==> src/rtl/fetch_pkg.sv <==
// Shared types and constants for the instruction fetch stage.
package fetch_pkg;

    typedef enum logic [1:0] {
        FETCH_REQ    = 2'd0,
        FETCH_WAIT   = 2'd1,
        FETCH_OUT    = 2'd2,
        FETCH_HALTED = 2'd3
    } fetch_state_e;

    localparam logic [31:0] RESET_PC_DEFAULT = 32'h8000_0000;
    localparam logic [31:0] INST_EBREAK      = 32'h0010_0073;
    localparam logic [31:0] PC_STEP          = 32'd4;

endpackage

==> src/rtl/inst_fetch_unit_if.sv <==
// Fetch-side buses: instruction-memory request/response and decoder handoff.
interface inst_fetch_unit_if #(
    parameter int unsigned XLEN = 32
);

    logic            imem_req_valid;
    logic            imem_req_ready;
    logic [XLEN-1:0] imem_req_addr;
    logic            imem_resp_valid;
    logic [XLEN-1:0] imem_resp_data;
    logic            inst_valid;
    logic            inst_ready;
    logic [XLEN-1:0] inst;
    logic [XLEN-1:0] inst_pc;

    // Fetch unit side
    modport master (
        output imem_req_valid, imem_req_addr,
        input  imem_req_ready, imem_resp_valid, imem_resp_data,
        output inst_valid, inst, inst_pc,
        input  inst_ready
    );

    // Memory / decoder side
    modport slave (
        input  imem_req_valid, imem_req_addr,
        output imem_req_ready, imem_resp_valid, imem_resp_data,
        input  inst_valid, inst, inst_pc,
        output inst_ready
    );

endinterface

==> src/rtl/fetch_pc_reg.sv <==
// Program counter with next-PC selection: reset, redirect target, or +4.
module fetch_pc_reg
    import fetch_pkg::*;
#(
    parameter int unsigned     XLEN     = 32,
    parameter logic [XLEN-1:0] RESET_PC = RESET_PC_DEFAULT
) (
    input  logic            clk,
    input  logic            rst_n,
    input  logic            load,
    input  logic [XLEN-1:0] load_pc,
    input  logic            advance,
    output logic [XLEN-1:0] pc
);

    logic [XLEN-1:0] pc_q;

    // PC update: redirect wins over sequential advance; low two bits always cleared on redirect
    always_ff @(posedge clk) begin
        if (!rst_n) begin
            pc_q <= RESET_PC;
        end else if (load) begin
            pc_q <= load_pc & ~XLEN'(3);
        end else if (advance) begin
            pc_q <= pc_q + XLEN'(PC_STEP);
        end
    end

    assign pc = pc_q;

endmodule

==> src/rtl/inst_fetch_unit.sv <==
// Single-outstanding instruction fetch stage with redirect and permanent halt.
module inst_fetch_unit
    import fetch_pkg::*;
#(
    parameter int unsigned     XLEN     = 32,
    parameter logic [XLEN-1:0] RESET_PC = RESET_PC_DEFAULT
) (
    input  logic                   clk,
    input  logic                   rst_n,
    inst_fetch_unit_if.master      bus,
    input  logic                   redirect_valid,
    input  logic [XLEN-1:0]        redirect_pc,
    input  logic                   halt,
    output logic                   halted,
    output logic [31:0]            fetch_count
);

    fetch_state_e    state_q, state_d;
    logic            drop_q, drop_d;
    logic            hpend_q, hpend_d;
    logic [XLEN-1:0] inst_q, inst_pc_q;
    logic [31:0]     count_q;
    logic [XLEN-1:0] pc;
    logic            pc_load, pc_adv, capture, handoff;
    logic            req_hs, kill;

    fetch_pc_reg #(
        .XLEN     (XLEN),
        .RESET_PC (RESET_PC)
    ) u_pc (
        .clk     (clk),
        .rst_n   (rst_n),
        .load    (pc_load),
        .load_pc (redirect_pc),
        .advance (pc_adv),
        .pc      (pc)
    );

    assign req_hs = bus.imem_req_valid && bus.imem_req_ready;
    assign kill   = drop_q || hpend_q || halt || redirect_valid;

    // State register, drop/halt-pending flags, decoder output registers and handoff counter
    always_ff @(posedge clk) begin
        if (!rst_n) begin
            state_q   <= FETCH_REQ;
            drop_q    <= 1'b0;
            hpend_q   <= 1'b0;
            inst_q    <= '0;
            inst_pc_q <= '0;
            count_q   <= '0;
        end else begin
            state_q <= state_d;
            drop_q  <= drop_d;
            hpend_q <= hpend_d;
            if (capture) begin
                inst_q    <= bus.imem_resp_data;
                inst_pc_q <= pc;
            end
            if (handoff) begin
                count_q <= count_q + 32'd1;
            end
        end
    end

    // Next-state and control decode; halt takes priority over redirect
    always_comb begin
        state_d = state_q;
        drop_d  = drop_q;
        hpend_d = hpend_q;
        pc_load = 1'b0;
        pc_adv  = 1'b0;
        capture = 1'b0;
        handoff = 1'b0;
        case (state_q)
            FETCH_REQ: begin
                if (halt) begin
                    // An accepted request must still be drained, so halt then waits in WAIT
                    if (req_hs) begin
                        state_d = FETCH_WAIT;
                        drop_d  = 1'b1;
                        hpend_d = 1'b1;
                    end else begin
                        state_d = FETCH_HALTED;
                    end
                end else if (req_hs) begin
                    state_d = FETCH_WAIT;
                    if (redirect_valid) begin
                        pc_load = 1'b1;
                        drop_d  = 1'b1;
                    end
                end else if (redirect_valid) begin
                    pc_load = 1'b1;
                end
            end
            FETCH_WAIT: begin
                if (bus.imem_resp_valid) begin
                    if (kill) begin
                        drop_d  = 1'b0;
                        hpend_d = 1'b0;
                        if (hpend_q || halt) begin
                            state_d = FETCH_HALTED;
                        end else begin
                            state_d = FETCH_REQ;
                            pc_load = redirect_valid;
                        end
                    end else begin
                        capture = 1'b1;
                        state_d = FETCH_OUT;
                    end
                end else if (halt) begin
                    drop_d  = 1'b1;
                    hpend_d = 1'b1;
                end else if (redirect_valid && !hpend_q) begin
                    pc_load = 1'b1;
                    drop_d  = 1'b1;
                end
            end
            FETCH_OUT: begin
                handoff = bus.inst_ready;
                if (halt) begin
                    state_d = FETCH_HALTED;
                end else if (redirect_valid) begin
                    pc_load = 1'b1;
                    state_d = FETCH_REQ;
                end else if (bus.inst_ready) begin
                    pc_adv  = 1'b1;
                    state_d = FETCH_REQ;
                end
            end
            FETCH_HALTED: begin
                state_d = FETCH_HALTED;
            end
            default: begin
                state_d = FETCH_REQ;
            end
        endcase
    end

    assign bus.imem_req_valid = rst_n && (state_q == FETCH_REQ);
    assign bus.imem_req_addr  = pc;
    assign bus.inst_valid     = rst_n && (state_q == FETCH_OUT);
    assign bus.inst           = inst_q;
    assign bus.inst_pc        = inst_pc_q;
    assign halted             = rst_n && (state_q == FETCH_HALTED);
    assign fetch_count        = count_q;

    // Memory may only answer while a request is outstanding
    a_resp_in_wait: assert property (@(posedge clk) disable iff (!rst_n)
        bus.imem_resp_valid |-> (state_q == FETCH_WAIT))
        else $error("imem_resp_valid seen outside WAIT");

endmodule
==> src/flat_wrapper.sv <==
// flat-port wrapper written by rule: the top's interface ports become plain ports
module inst_fetch_unit_flat import fetch_pkg::*;
#(
    parameter int unsigned     XLEN     = 32,
    parameter logic [XLEN-1:0] RESET_PC = RESET_PC_DEFAULT
)
  (clk, rst_n, redirect_valid, redirect_pc, halt, halted, fetch_count, bus_imem_req_valid, bus_imem_req_addr, bus_imem_req_ready, bus_imem_resp_valid, bus_imem_resp_data, bus_inst_valid, bus_inst, bus_inst_pc, bus_inst_ready);
  inst_fetch_unit_if #(.XLEN(XLEN)) bus_i ();
  input  logic clk;
  input  logic rst_n;
  input  logic redirect_valid;
  input  logic [XLEN-1:0] redirect_pc;
  input  logic halt;
  output logic halted;
  output logic [31:0] fetch_count;
  output wire logic [$bits(bus_i.imem_req_valid)-1:0] bus_imem_req_valid;
  output wire logic [$bits(bus_i.imem_req_addr)-1:0] bus_imem_req_addr;
  input wire logic [$bits(bus_i.imem_req_ready)-1:0] bus_imem_req_ready;
  input wire logic [$bits(bus_i.imem_resp_valid)-1:0] bus_imem_resp_valid;
  input wire logic [$bits(bus_i.imem_resp_data)-1:0] bus_imem_resp_data;
  output wire logic [$bits(bus_i.inst_valid)-1:0] bus_inst_valid;
  output wire logic [$bits(bus_i.inst)-1:0] bus_inst;
  output wire logic [$bits(bus_i.inst_pc)-1:0] bus_inst_pc;
  input wire logic [$bits(bus_i.inst_ready)-1:0] bus_inst_ready;
  assign bus_imem_req_valid = bus_i.imem_req_valid;
  assign bus_imem_req_addr = bus_i.imem_req_addr;
  assign bus_i.imem_req_ready = bus_imem_req_ready;
  assign bus_i.imem_resp_valid = bus_imem_resp_valid;
  assign bus_i.imem_resp_data = bus_imem_resp_data;
  assign bus_inst_valid = bus_i.inst_valid;
  assign bus_inst = bus_i.inst;
  assign bus_inst_pc = bus_i.inst_pc;
  assign bus_i.inst_ready = bus_inst_ready;
  inst_fetch_unit #(.XLEN(XLEN), .RESET_PC(RESET_PC)) u_core (.clk(clk), .rst_n(rst_n), .bus(bus_i), .redirect_valid(redirect_valid), .redirect_pc(redirect_pc), .halt(halt), .halted(halted), .fetch_count(fetch_count));
endmodule
==> config.mk <==
export PLATFORM = sky130hd
export DESIGN_NAME = inst_fetch_unit_flat
export DESIGN_NICKNAME = d
export VERILOG_FILES = /design/src/rtl/fetch_pkg.sv /design/src/rtl/inst_fetch_unit_if.sv /design/src/rtl/fetch_pc_reg.sv /design/src/rtl/inst_fetch_unit.sv /design/src/flat_wrapper.sv
export SDC_FILE = /design/constraint.sdc
export NUM_CORES = 1
export LEC_CHECK = 0
export ABC_AREA = 1
export CAP_MARGIN = 20
export CORE_ASPECT_RATIO = 0.75
export CORE_MARGIN = 1
export CORE_UTILIZATION = 51
export CTS_CLUSTER_SIZE = 30
export DETAILED_ROUTE_END_ITERATION = 10
export GPL_TIMING_DRIVEN = 1
export PLACE_DENSITY = 0.86
export SYNTH_ARGS = -nofsm -noshare
export SYNTH_HDL_FRONTEND = slang
export SYNTH_SLANG_ARGS = --single-unit
==> constraint.sdc <==
create_clock -name clk -period 2.3 [get_ports clk]
set_input_delay 0.575 -clock clk [delete_from_list [all_inputs] [get_ports clk]]
set_output_delay 0.575 -clock clk [all_outputs]
set_load 0.01 [all_outputs]
==> results_dict.tcl <==
set metrics [dict create \
    pin_count 202 \
    dieArea_mm2 0.0135 \
    insertion_delay_ns 0.42 \
    crit_end "halted" \
    post-route-util_pct 75.6 \
    yosys.area_share.xor_xnor_pct 0.527 \
    gr-usage-all-layers_pct 31.5 \
    rsz0062_at_grt "no" \
    worstSetupStartpointType "register" \
    crit_path_cell_trace "inv_2 -> nor2_1 -> clkdlybuf4s50_1" \
    relSlewSlack_pct 41.3 \
    clock_path_buffers 2 \
    p_leak_uw 0.00362 \
    synth_compound_area_share_pct 14.9 \
    synth-main-ff-cell "dfxtp_1" \
    cts_setup_buffers 0 \
    slew_violations 0 \
    cts_sinks 128 \
    dpl-instance-area_mm2 0.00887 \
    r2r_cells 8 \
    setup_tns_ns 0 \
    critical_path.startpoint "u_core.state_q[0]" \
    outcome "complete, no violations" \
    grt_pass1_vias 7012 \
    cap_viol_max_count 0 \
    cp_slowest_cell "clkdlybuf4s50_1" \
    r2r_slack_ns 0.40 \
    drive_above_1_share_pct 9.05 \
    timing.rr.start "u_core.u_pc.pc[3]" \
    syn_avg_cell_area_um2 6.63 \
    path_class "register to primary output" \
    hold_buffers 0 \
    via_per_inst 5.39 \
    synth_mux_area_share_pct 0 \
    nets 1278 \
    max_freq_ghz 0.450 \
    synth_top_family_by_area "simple AND/OR/NAND/NOR gates" \
    async_reset_ff_share_pct 0 \
    first_pass_iters 6 \
    via_count 7446 \
    antenna_cells 0 \
    ys_ff_latch 128 \
    synth-warning-count 0 \
    setup_viol 0 \
    r2r_end "u_core.u_pc.pc[22]" \
    fp.dieW_um 134 \
    cts_tree "built" \
    yosys-top-cells-area "dfxtp_1, nor2_1, nand2_1" \
    clock_skew_ns 0.0111 \
    synth_edf_count 0 \
    drt-initial-drc-count 565 \
    synth-adder-area-share_pct 0.376 \
    cp_num_cells 3 \
    grt.overflow.total 0 \
    remaining_drc_errors 0 \
    die_h_um 101 \
    power_density_mw_per_mm2 633 \
    cts_htree_levels 4 \
    start_util_pct 53.3 \
    cts_inserted_buffers 17 \
    max_stage_delay_ns 0.54 \
    arrival_ns 1.65 \
    synthDistinctLibCells 39 \
    path_clk_slew_ns 0.05 \
    grt_pass1_wl_um 33700 \
    max_slew.worst_pin.slew_ns 0.880 \
    hpwl_um 14800 \
    crit_family "buffers and inverters" \
    area_growth_pct 41.9 \
    crit_buf_inv 2 \
    synthSimpleGateAreaFrac_pct 37.2 \
    ctsRootBufferMaster "clkbuf_16" \
    grt_max_degree 69 \
    hold_viol_final 0 \
    totalWireLength_um 20400 \
    holdCritPathClass "register to register" \
    crit_fanout 6 \
    endpoint_kind "primary output" \
    finalCritPeriodShare_pct 96.7 \
    gp_congestion 1.00 \
    yosysTopAreaCell "dfxtp_1" \
    ir_drop_uv 574 \
    design_area_mm2 0.00944 \
    wl_per_cell_um 14.8 \
    synth_area_mm2 0.00665 \
    io_buffers 195 \
    syn_inst 1003 \
    rows 35 \
    cp_data_required_time_ns 1.73 \
    drtAntennaViolNets 0 \
    period_needed_ns 2.22 \
    antenna_found_initial 0 \
    seq_area_frac_synth_pct 38.5 \
    core_area_mm2 0.0125 \
    synth_top_area_share_pct 38.5 \
]
[tightest hold or removal path: stages (launching register included)]
cell and delay, ns:
dfxtp_1 0.33, nand2_1 0.07, a21oi_1 0.06
[cell usage in the layout (no fill, tap or decap), types with 4 or more instances in the layout]
cell,count
a211oi_1,10
a211oi_2,18
a21oi_1,46
a31oi_1,4
buf_12,7
buf_4,22
clkbuf_1,4
clkbuf_16,17
clkdlybuf4s50_1,193
conb_1,4
dfxtp_1,128
inv_1,78
inv_2,6
nand2_1,237
nand3_1,48
nand3_2,5
nand3b_1,7
nand4_1,8
nor2_1,238
nor2_2,9
nor2_4,4
nor3_1,11
o211ai_1,5
o21ai_0,68
[layout make-up]
type | count | area (um^2)
clock buffers | 24 | 482
clock inverters | 6 | 82.6
fillers | 966 | 3040
inverters | 84 | 315
multi-input cells | 750 | 3540
flip-flops and latches | 128 | 2560
well taps | 166 | 208
repair buffers | 224 | 2250
[how the worst min path moves through the flow]
stage	cells after the start	from	to	slack (ns)
6_report	2	u_core.fetch_count[31]	u_core.fetch_count[31]	0.50
5_1_grt	2	u_core.bus.inst_pc[31]	u_core.bus.inst_pc[31]	0.51
4_1_cts	2	u_core.bus.inst_pc[6]	u_core.bus.inst_pc[6]	0.50
3_5_place_dp	2	u_core.drop_q	u_core.drop_q	0.48
3_3_place_gp	2	u_core.drop_q	u_core.drop_q	0.47
2_1_floorplan	2	u_core.drop_q	u_core.drop_q	0.46
[layer usage]
| metal | vias up | track usage [%] | share of wire (%) |
|---|---|---|---|
| met5 | - | 0 | 0 |
| met4 | 0 | 15.1 | 3.6 |
| li1 | 3632 | - | - |
| met3 | 69 | 6.03 | 8.6 |
| met1 | 3355 | 39.9 | 43 |
| met2 | 390 | 51.9 | 45 |
[synth_stat cells, drive strengths merged (7+ instances only)]
library cell / number
o21ai: 69
a21oi: 46
dfxtp: 128
clkbuf: 20
nand3b: 7
nand2: 243
buf: 24
inv: 84
a211oi: 28
nand4: 10
nor3: 12
nor2: 252
nand3: 53
[flip-flops by register name, summed over array words and instances (netlist names)]
name	cells
u_core.bus.inst	32
u_core.bus.inst_pc	30
u_core.drop_q	1
u_core.fetch_count	32
u_core.hpend_q	1
u_core.state_q	2
u_core.u_pc.pc	30
[stage by stage]
step	hold WS (ns)	std cells	total power [uW]	setup WS (ns)
after CTS	0.496	1382	5990	0.0766
after floorplan	0.455	1006	2930	0.496
after global placement	0.467	1352	3370	0.0623
after detailed placement	0.485	1352	3390	-0.00903
final	0.497	1382	5980	0.0757
after global routing	0.513	1382	6210	0.00368
[power breakdown]
group	internal [uW]	leakage (uW)	total, uW	switching (uW)
Combinational	447	0.00231	930	483
Clock	1660	0.000276	2610	950
Sequential	2320	0.00104	2430	111
[repair_timing]
action                                 4_1_cts  5_1_grt
resized for setup                            1        0
endpoints found under the hold margin        0        0
setup endpoints to repair                    1        0
[kinds of logic after synthesis]
family / after synthesis
flops: 128
simple gates: 581
other cells: 1
xor+xnor: 4
compound gates: 159
fa+ha+maj: 2
buf+inv: 128
Power figures use the tool's default switching activity.
